==> config.mk <==
export PLATFORM = sky130hd
export DESIGN_NAME = imem_loader_flat
export DESIGN_NICKNAME = d
export VERILOG_FILES = /design/src/rtl/imem_loader_pkg.sv /design/src/rtl/imem_loader_if.sv /design/src/rtl/imem_loader.sv /design/src/flat_wrapper.sv
export SDC_FILE = /design/constraint.sdc
export NUM_CORES = 1
export LEC_CHECK = 0
export BUFFER_PORTS_ARGS = -buffer_cell sky130_fd_sc_hd__clkbuf_2
export CELL_PAD_IN_SITES_DETAIL_PLACEMENT = 0
export CELL_PAD_IN_SITES_GLOBAL_PLACEMENT = 2
export CORE_ASPECT_RATIO = 1.75
export CORE_UTILIZATION = 35
export DETAILED_ROUTE_END_ITERATION = 12
export GPL_ROUTABILITY_DRIVEN = 1
export PLACE_DENSITY = 0.92
export SYNTH_ARGS = -nofsm -noshare
export SYNTH_HDL_FRONTEND = slang
export SYNTH_SLANG_ARGS = --single-unit
==> constraint.sdc <==
create_clock -name clk -period 3.35 [get_ports clk]
set_clock_uncertainty 0.05 [all_clocks]
set_input_delay 0.67 -clock clk [delete_from_list [all_inputs] [get_ports clk]]
set_output_delay 0.67 -clock clk [all_outputs]
set_load 0.1 [all_outputs]
==> src/rtl/imem_loader_pkg.sv <==
// -----------------------------------------------------------------------------
// imem_loader_pkg
// Shared definitions for the instruction-memory loader and the processor
// around it: memory geometry defaults, the loader state encoding and a helper
// that decides whether a requested word count can be loaded.
// -----------------------------------------------------------------------------
package imem_loader_pkg;

    // Instruction-memory geometry defaults.
    localparam int IMEM_BYTES_DEF = 512;
    localparam int MAX_WORDS_DEF  = IMEM_BYTES_DEF / 4;
    localparam int IMEM_ADDR_W    = $clog2(IMEM_BYTES_DEF);

    // Loader session states.
    typedef enum logic [2:0] {
        ST_IDLE  = 3'd0,
        ST_RECV  = 3'd1,
        ST_WRITE = 3'd2,
        ST_CHECK = 3'd3,
        ST_DONE  = 3'd4,
        ST_ERR   = 3'd5
    } loader_state_e;

    // A session length is usable when it is non-zero and fits the limit.
    function automatic logic len_ok(input logic [7:0] len, input int limit);
        return (len != 8'd0) && (int'(len) <= limit);
    endfunction

endpackage

==> src/rtl/imem_loader_if.sv <==
// -----------------------------------------------------------------------------
// imem_loader_if
// Bundles the loader's control, serial byte stream, instruction-memory write
// port and processor-control signals.
//   master : host side (drives load_start/load_len/byte_in/byte_valid,
//            observes everything else)
//   slave  : loader side
// Signals:
//   load_start  one-cycle pulse starting a session
//   load_len    word count sampled with load_start
//   byte_in / byte_valid / byte_ready   serial byte handshake
//   mem_we / mem_addr / mem_wdata       instruction-memory write port
//   cpu_hold    processor held in reset while high
//   busy        session in progress
//   load_done   one-cycle success pulse
//   load_err    sticky error flag
// -----------------------------------------------------------------------------
interface imem_loader_if
    import imem_loader_pkg::*;
#(
    parameter int ADDR_W = IMEM_ADDR_W
);
    logic              load_start;
    logic [7:0]        load_len;
    logic [7:0]        byte_in;
    logic              byte_valid;
    logic              byte_ready;
    logic              mem_we;
    logic [ADDR_W-1:0] mem_addr;
    logic [31:0]       mem_wdata;
    logic              cpu_hold;
    logic              busy;
    logic              load_done;
    logic              load_err;

    modport master (
        output load_start, load_len, byte_in, byte_valid,
        input  byte_ready, mem_we, mem_addr, mem_wdata,
               cpu_hold, busy, load_done, load_err
    );

    modport slave (
        input  load_start, load_len, byte_in, byte_valid,
        output byte_ready, mem_we, mem_addr, mem_wdata,
               cpu_hold, busy, load_done, load_err
    );
endinterface

==> src/rtl/imem_loader.sv <==
// -----------------------------------------------------------------------------
// imem_loader
// Receives a program as a serial byte stream, packs it big-endian into 32-bit
// words, writes each word into instruction memory and verifies a trailing
// checksum byte (sum of all bytes plus trailer must be 0 mod 256). The
// processor is held in reset (cpu_hold) until a session completes cleanly.
// Ports:
//   clk    single clock, rising edge
//   reset  synchronous, active-high
//   bus    imem_loader_if.slave (control, byte stream, memory write port,
//          cpu_hold/busy/load_done/load_err status)
// All outputs are registered.
// -----------------------------------------------------------------------------
module imem_loader
    import imem_loader_pkg::*;
#(
    parameter int IMEM_BYTES = IMEM_BYTES_DEF,
    parameter int MAX_WORDS  = MAX_WORDS_DEF
) (
    input  logic          clk,
    input  logic          reset,
    imem_loader_if.slave  bus
);

    // The usable word limit is also clipped to the memory size, so the
    // highest address ever written is IMEM_BYTES-4.
    localparam int WORD_LIMIT = (MAX_WORDS < IMEM_BYTES / 4) ? MAX_WORDS : IMEM_BYTES / 4;

    loader_state_e           state_q;
    logic [7:0]              len_q;
    logic [7:0]              word_cnt_q;
    logic [1:0]              byte_cnt_q;
    logic [7:0]              checksum_q;
    logic [23:0]             shift_q;      // first three bytes of the current word
    logic                    byte_ready_q;
    logic                    mem_we_q;
    logic [IMEM_ADDR_W-1:0]  mem_addr_q;
    logic [31:0]             mem_wdata_q;
    logic                    cpu_hold_q;
    logic                    busy_q;
    logic                    load_done_q;
    logic                    load_err_q;

    logic                    byte_fire;
    logic [31:0]             shift_d;
    logic [7:0]              checksum_d;
    logic [7:0]              word_cnt_d;

    always_comb begin
        byte_fire  = bus.byte_valid && byte_ready_q;
        // Incoming byte lands in the low lane; after four bytes the first
        // byte has moved up to bits 31:24.
        shift_d    = {shift_q, bus.byte_in};
        checksum_d = checksum_q + bus.byte_in;
        word_cnt_d = word_cnt_q + 8'd1;
    end

    always_ff @(posedge clk) begin
        if (reset) begin
            state_q      <= ST_IDLE;
            len_q        <= '0;
            word_cnt_q   <= '0;
            byte_cnt_q   <= '0;
            checksum_q   <= '0;
            shift_q      <= '0;
            byte_ready_q <= 1'b0;
            mem_we_q     <= 1'b0;
            mem_addr_q   <= '0;
            mem_wdata_q  <= '0;
            cpu_hold_q   <= 1'b1;
            busy_q       <= 1'b0;
            load_done_q  <= 1'b0;
            load_err_q   <= 1'b0;
        end else begin
            // Strobes are single-cycle unless re-asserted below.
            mem_we_q    <= 1'b0;
            load_done_q <= 1'b0;

            case (state_q)
                ST_IDLE: begin
                    if (bus.load_start) begin
                        // Any new session clears the previous error and
                        // takes the processor back into reset.
                        load_err_q <= 1'b0;
                        cpu_hold_q <= 1'b1;
                        len_q      <= bus.load_len;
                        word_cnt_q <= '0;
                        byte_cnt_q <= '0;
                        checksum_q <= '0;
                        if (len_ok(bus.load_len, WORD_LIMIT)) begin
                            state_q      <= ST_RECV;
                            byte_ready_q <= 1'b1;
                            busy_q       <= 1'b1;
                        end else begin
                            state_q <= ST_ERR;
                        end
                    end
                end

                ST_RECV: begin
                    if (byte_fire) begin
                        shift_q    <= shift_d[23:0];
                        checksum_q <= checksum_d;
                        if (byte_cnt_q == 2'd3) begin
                            byte_cnt_q   <= '0;
                            state_q      <= ST_WRITE;
                            byte_ready_q <= 1'b0;
                            mem_we_q     <= 1'b1;
                            mem_addr_q   <= IMEM_ADDR_W'({word_cnt_q, 2'b00});
                            mem_wdata_q  <= shift_d;
                        end else begin
                            byte_cnt_q <= byte_cnt_q + 2'd1;
                        end
                    end
                end

                ST_WRITE: begin
                    word_cnt_q   <= word_cnt_d;
                    byte_ready_q <= 1'b1;
                    state_q      <= (word_cnt_d == len_q) ? ST_CHECK : ST_RECV;
                end

                ST_CHECK: begin
                    // The trailer only feeds the checksum test; it is never
                    // written to memory.
                    if (byte_fire) begin
                        byte_ready_q <= 1'b0;
                        busy_q       <= 1'b0;
                        if (checksum_d == 8'd0) begin
                            state_q     <= ST_DONE;
                            load_done_q <= 1'b1;
                        end else begin
                            state_q <= ST_ERR;
                        end
                    end
                end

                ST_DONE: begin
                    // Release the processor the cycle after load_done.
                    cpu_hold_q <= 1'b0;
                    state_q    <= ST_IDLE;
                end

                ST_ERR: begin
                    // cpu_hold is left asserted: a failed image must not run.
                    load_err_q <= 1'b1;
                    state_q    <= ST_IDLE;
                end

                default: begin
                    state_q      <= ST_IDLE;
                    byte_ready_q <= 1'b0;
                    busy_q       <= 1'b0;
                end
            endcase
        end
    end

    assign bus.byte_ready = byte_ready_q;
    assign bus.mem_we     = mem_we_q;
    assign bus.mem_addr   = mem_addr_q;
    assign bus.mem_wdata  = mem_wdata_q;
    assign bus.cpu_hold   = cpu_hold_q;
    assign bus.busy       = busy_q;
    assign bus.load_done  = load_done_q;
    assign bus.load_err   = load_err_q;

endmodule

==> src/flat_wrapper.sv <==
// flat-port wrapper written by rule: the top's interface ports become plain ports
module imem_loader_flat import imem_loader_pkg::*;
#(
    parameter int IMEM_BYTES = IMEM_BYTES_DEF,
    parameter int MAX_WORDS  = MAX_WORDS_DEF
)
  (clk, reset, bus_load_start, bus_load_len, bus_byte_in, bus_byte_valid, bus_byte_ready, bus_mem_we, bus_mem_addr, bus_mem_wdata, bus_cpu_hold, bus_busy, bus_load_done, bus_load_err);
  imem_loader_if bus_i ();
  input  logic clk;
  input  logic reset;
  input wire logic [$bits(bus_i.load_start)-1:0] bus_load_start;
  input wire logic [$bits(bus_i.load_len)-1:0] bus_load_len;
  input wire logic [$bits(bus_i.byte_in)-1:0] bus_byte_in;
  input wire logic [$bits(bus_i.byte_valid)-1:0] bus_byte_valid;
  output wire logic [$bits(bus_i.byte_ready)-1:0] bus_byte_ready;
  output wire logic [$bits(bus_i.mem_we)-1:0] bus_mem_we;
  output wire logic [$bits(bus_i.mem_addr)-1:0] bus_mem_addr;
  output wire logic [$bits(bus_i.mem_wdata)-1:0] bus_mem_wdata;
  output wire logic [$bits(bus_i.cpu_hold)-1:0] bus_cpu_hold;
  output wire logic [$bits(bus_i.busy)-1:0] bus_busy;
  output wire logic [$bits(bus_i.load_done)-1:0] bus_load_done;
  output wire logic [$bits(bus_i.load_err)-1:0] bus_load_err;
  assign bus_i.load_start = bus_load_start;
  assign bus_i.load_len = bus_load_len;
  assign bus_i.byte_in = bus_byte_in;
  assign bus_i.byte_valid = bus_byte_valid;
  assign bus_byte_ready = bus_i.byte_ready;
  assign bus_mem_we = bus_i.mem_we;
  assign bus_mem_addr = bus_i.mem_addr;
  assign bus_mem_wdata = bus_i.mem_wdata;
  assign bus_cpu_hold = bus_i.cpu_hold;
  assign bus_busy = bus_i.busy;
  assign bus_load_done = bus_i.load_done;
  assign bus_load_err = bus_i.load_err;
  imem_loader #(.IMEM_BYTES(IMEM_BYTES), .MAX_WORDS(MAX_WORDS)) u_core (.clk(clk), .reset(reset), .bus(bus_i));
endmodule
# Word level (Yosys, flattened, before mapping)
# Index checks and enable logic that the tools add are counted.
dict set report totals {
  reg_bits 98
  input_bits 20
  out_inout_bits 47
  elab_cells 87
}
dict set report classes {
  add_sub_neg 3
  n_lt_le_gt_ge 1
  n_eq_ne 12
  mux 29
  n_bitwise 5
  n_reduce_logical 23
}
# operator n
set ops {}
lappend ops {{$pmux 8 s2} 2}
lappend ops {{$mux 8} 2}
lappend ops {{$mux 3} 5}
lappend ops {{$pmux 3 s4} 1}
lappend ops {{$mux 1} 10}
lappend ops {{$reduce_and 2->1} 5}
lappend ops {{$add 8x1->8 const B} 1}
lappend ops {{$add 8x8->8} 1}
lappend ops {{$eq 8x8->1} 1}
lappend ops {{$le 8x8->1 const B} 1}
lappend ops {{$logic_not 8->1} 1}
lappend ops {{$mux 2} 4}
lappend ops {{$ne 2x1->1 const B} 4}
lappend ops {{$reduce_and 4->1} 2}
lappend ops {{$reduce_bool 2->1} 4}
lappend ops {{$reduce_bool 8->1} 1}
lappend ops {{$eq 3x2->1 const B} 2}
lappend ops {{$eq 3x3->1 const B} 2}
lappend ops {{$reduce_and 3->1} 2}
lappend ops {{$reduce_and 6->1} 1}
lappend ops {{$reduce_or 3->1} 2}
lappend ops {{$not 1->1} 5}
lappend ops {{$pmux 1 s5} 1}
lappend ops {{$pmux 1 s2} 2}
lappend ops {{10 further kinds} 11}

# Depth between registers and ports, before layout
dict set report logic_depth {
  depth_word 5
  ltp_mapped 8
  depth_no_buf 7
}

# Least setup slack after synthesis
# No wires, ideal clock.
dict set report synth_timing {
  kind {in2reg}
  start {in bus_byte_in[0]}
  end {reg u_core.state_q[0]}
  setup_ps 74
  arrival_ps 2360
  required_ps 3226
  setup_slack_ps 866
  stages 7
  n_path_buf 0
  path_cell_list {ha_1 > fa_1 > a211o_1 > and3_1 > o311ai_1 > o41ai_1 > a31oi_1}
}
dict set report synth_via {
  elab_chain_len 5
}
# element line_no
set synth_lines {}
lappend synth_lines {{start: declaration} flat_wrapper.sv:13} ;# input wire logic [$bits(bus_i.byte_in)-1:0] bus_byte_in;
lappend synth_lines {{$add 8x8->8} imem_loader.sv:54} ;# checksum_d = checksum_q + bus.byte_in;
lappend synth_lines {{$logic_not 8->1} imem_loader.sv:129} ;# if (checksum_d == 8'd0) begin
lappend synth_lines {{$mux 1} imem_loader.sv:129}
lappend synth_lines {{$mux 3} imem_loader.sv:126} ;# if (byte_fire) begin
lappend synth_lines {{$pmux 3 s4} imem_loader.sv:79} ;# case (state_q)
lappend synth_lines {{end signal: assignment} imem_loader.sv:120} ;# state_q <= (word_cnt_d == len_q) ? ST_CHECK : ST_RECV;
lappend synth_lines {{end: declaration} imem_loader.sv:29} ;# loader_state_e state_q;
# Every way passes these cells. The select of a mux whose other input is x is not followed.
# A chain may end at the register's enable or synchronous reset.

# Worst setup path in the final report
# Same ends and word-level chain as after synthesis.

==> reports/summary.md <==
The tool flagged a number of max-cap violations equal to 0. The slowest library cell on the worst path is sky130_fd_sc_hd__o311ai_1. The tightest hold path in the finished design has a slack of 0.405 ns. The number of enable flip-flop cells after synthesis works out to 0.

The top cell type's share of synthesized area came out at 0.469. The clock transition at the registers of the reported paths was 0.07 ns; the floorplan die area was 0.0124 mm². A synthesized cell averages 7.89 µm².

The critical path's top delay family is compound AO/OA/AOI/OAI gates. After synthesis, the cell types taking the most area are sky130_fd_sc_hd__dfxtp_1, sky130_fd_sc_hd__nand2_1, sky130_fd_sc_hd__a21oi_1, sky130_fd_sc_hd__ha_1, sky130_fd_sc_hd__nor2_1. After routing, the total negative slack on setup checks comes to 0 ns. The arrival time at the worst endpoint was 2.64 ns.

The flow ran to the end, and the final reports show no timing, DRC or antenna violations. The final critical-path required period was 2.42 ns. Buffers inserted to repair hold after CTS numbered 0. Detailed placement ended at an HPWL of 7.21 mm. The number of gates resized after CTS was 0. The run gives 0.00488 mm² as the finished layout cell area.

Derived from the worst setup path, the maximum achievable clock frequency is 413 MHz. The distinct cell type count after synthesis is 55, and the number of hold violations in the final report is 0. The first global-routing pass estimated 16.6 mm of wire.

Row generation in the floorplan step produced 52 rows. The logs give 98 for the count of clock tree sinks and 3 for the maximum level of the CTS H-tree. Counting every instance in the synthesized netlist gives 530.

The run gives 67 as the count of pins on the block boundary. Wire segments on met3 add up to 245 µm in the final route. After detailed routing, the average wire length per cell comes to 14.4 µm. The tools report the number of fill cells as 1223.

STA classifies the critical path startpoint as an input pin. Required time reported for the critical path endpoint: 3.57 ns. The commonest cells after synthesis are sky130_fd_sc_hd__nand2_1, sky130_fd_sc_hd__dfxtp_1, sky130_fd_sc_hd__a21oi_1.

The sum of overflow across all layers after global routing was 0; the number of design-rule violations left by the first detailed-router iteration was 174. The tools report the combined global-route utilization of all metal layers as 0.171. The buffer and inverter count on the worst path came out at 1. Entering global routing, the biggest net connects 74 pins.

The total via count after detailed routing is 3663. Count of input and output buffers: 64. The logs give 0.469 for the sequential fraction of the synthesis area and 0 for the count of final setup violators.

The repair_antennas step left the layout with diodes totalling 0. The count of placed standard cells including taps is 700, and the initial antenna violation count is 0. At the pin with the least slew margin, the transition time is 0.777 ns.

In this run the cell area of the synthesized design comes to 0.00418 mm². After clock tree synthesis, the setup repair step added 0 buffers. STA classifies the critical path endpoint as a flip-flop.

The run gives 0.480 as the worst slew margin relative to its limit. The fraction of final layout cells with drive strength greater than 1 was 0.162. The path class of the tightest hold or removal check is flip-flop to flip-flop. The height of the chip is 147 µm, and the DRC violations left is 0.

For the via count of the first global-routing pass, the log shows 3472. In the synthesized netlist the dominant register cell turns out to be sky130_fd_sc_hd__dfxtp_1. The signal on the critical path passes through clkbuf_2 -> ha_1 -> fa_1 -> a211o_1 -> and3_1 -> o311ai_1 -> o41ai_1 -> a31oi_1.

Area of placed instances: 0.00458 mm². Largest area contributor in the synthesized netlist: sky130_fd_sc_hd__dfxtp_1. The count of cells in the finished layout, fillers not included, comes to 716. The floorplan die width is 84.6 µm, and the number of detailed-route iterations in the first pass is 7.

TritonCTS built the clock tree. The number of vias per cell was 5.12. Summed over all nets, wire length on met2 after detailed routing comes to 5.65 mm. Latest clock arrival within the worst-skew pair: 0.34 ns.

The effective utilization at floorplan was 0.361. The final cycle utilization of the critical path was 0.723; the maximum root-to-sink buffer count was 2. The run gives 0.872 as the final weighted congestion in routability-driven placement. The detail route stage leaves a number of antenna-violating nets equal to 0. The top routing layer in use is met4. Yosys instantiated no cell more often than sky130_fd_sc_hd__nand2_1. The share of async-settable or async-resettable flops after synthesis is 0.

For this block, wires on met1 add up to 4.14 mm. The largest single stage delay on the critical path is 0.41 ns. The power after layout was 2.56 mW. Number of pins exceeding their max-slew limit in the final report: 0.

In this run the power density over the cells is 525 mW/mm². The critical path class was input pin to flip-flop. The number of register bits inferred by synthesis was 98; the layout overhead on the synthesized area was 16.7%. For this run, the post-layout net count is 606. Clock tree synthesis selected as its root buffer the cell sky130_fd_sc_hd__clkbuf_16. The synthesis warning total was 0.

The number of clock buffers added by TritonCTS is 9. The core outline area is 0.0116 mm², and the final wirelength is 10.3 mm. IR analysis of the VDD net gives a maximum drop of 0.000290 V.

Setup repair after global routing left no endpoint under its margin. The tools report the leakage component of the power as 1.84 nW. The maximum fanout count along the critical path came out at 3.
## power by group
group	switching [mW]	internal (mW)	total, mW	leakage [nW]
registers	0.0355	1.19	1.23	0.791
clock network	0.464	0.586	1.05	0.151
logic	0.204	0.0819	0.286	0.899
## layout make-up
type / instances / area [µm²] / area share
Multi-Input combinational cell: 394 / 2060 / 0.422
Sequential cell: 98 / 1960 / 0.402
Timing Repair Buffer: 70 / 378 / 0.0774
Clock buffer: 9 / 225 / 0.0461
Tap cell: 135 / 169 / 0.0346
Clock inverter: 7 / 75.1 / 0.0154
Inverter: 3 / 11.3 / 0.00231
## placed cells by master, fill, tap and decap left out, types with 4 or more instances in the layout
master,instances
sky130_fd_sc_hd__buf_4,5
sky130_fd_sc_hd__nor3_1,10
sky130_fd_sc_hd__nand2b_1,4
sky130_fd_sc_hd__nor2_1,27
sky130_fd_sc_hd__nand4_1,4
sky130_fd_sc_hd__xor2_1,6
sky130_fd_sc_hd__nand2_1,155
sky130_fd_sc_hd__o21ai_0,11
sky130_fd_sc_hd__a22oi_1,6
sky130_fd_sc_hd__dfxtp_1,98
sky130_fd_sc_hd__a31oi_1,4
sky130_fd_sc_hd__clkbuf_16,9
sky130_fd_sc_hd__and3_1,4
sky130_fd_sc_hd__clkbuf_2,63
sky130_fd_sc_hd__ha_1,9
sky130_fd_sc_hd__a21oi_1,96
sky130_fd_sc_hd__xnor2_1,6
## worst min-delay path, stage by stage (launching register included)
cell and delay [ns]:
sky130_fd_sc_hd__dfxtp_1 0.31, sky130_fd_sc_hd__nand2_1 0.05, sky130_fd_sc_hd__a21oi_1 0.05
## sequential cells by signal, summed over array words and instances, names as in the netlist
| register | flops |
|---|---|
| u_core.word_cnt_q | 8 |
| u_core.bus.mem_addr | 7 |
| u_core.bus.busy | 1 |
| u_core.bus.byte_ready | 1 |
| u_core.bus.load_done | 1 |
| u_core.bus.mem_we | 1 |
| u_core.byte_cnt_q | 2 |
| u_core.state_q | 3 |
| u_core.len_q | 8 |
| u_core.bus.load_err | 1 |
| u_core.bus.mem_wdata | 32 |
| u_core.bus.cpu_hold | 1 |
| u_core.checksum_q | 8 |
| u_core.shift_q | 24 |
## metal layers
layer  vias up  GRT usage
met1      1698      0.183
met2        61      0.321
li1       1889          -
met5         -          0
met4         0     0.0864
met3        15     0.0243
## worst paths after layout
kind,cells past startpoint,slack [ns],from,endpoint
hold reg to reg,2,0.40,u_core.bus.mem_wdata[25],u_core.bus.mem_wdata[25]
setup / recovery,8,0.93,bus_byte_in[0],u_core.state_q[0]
setup reg to reg,7,1.06,u_core.checksum_q[0],u_core.state_q[0]
hold / removal,2,0.40,u_core.bus.mem_wdata[25],u_core.bus.mem_wdata[25]
## per-stage QoR
stage	utilization	setup slack (ns)
3_5_place_dp	0.396	0.575
6_report	0.422	0.929
5_1_grt	0.422	0.794
3_3_place_gp	0.396	0.614
4_1_cts	0.422	0.948
2_1_floorplan	-	0.866
## kinds of logic after synthesis
family,count (synthesis),share of synthesized area
AOI/OAI and AO/OA,138,0.192
xor gates and xnor gates,12,0.0251
adders and majority gates,10,0.0317
buffers and inverters,39,0.0389
DFF,98,0.469
other,1,0.000897
and+or+nand+nor,232,0.242
(Power assumes the default switching activity.)
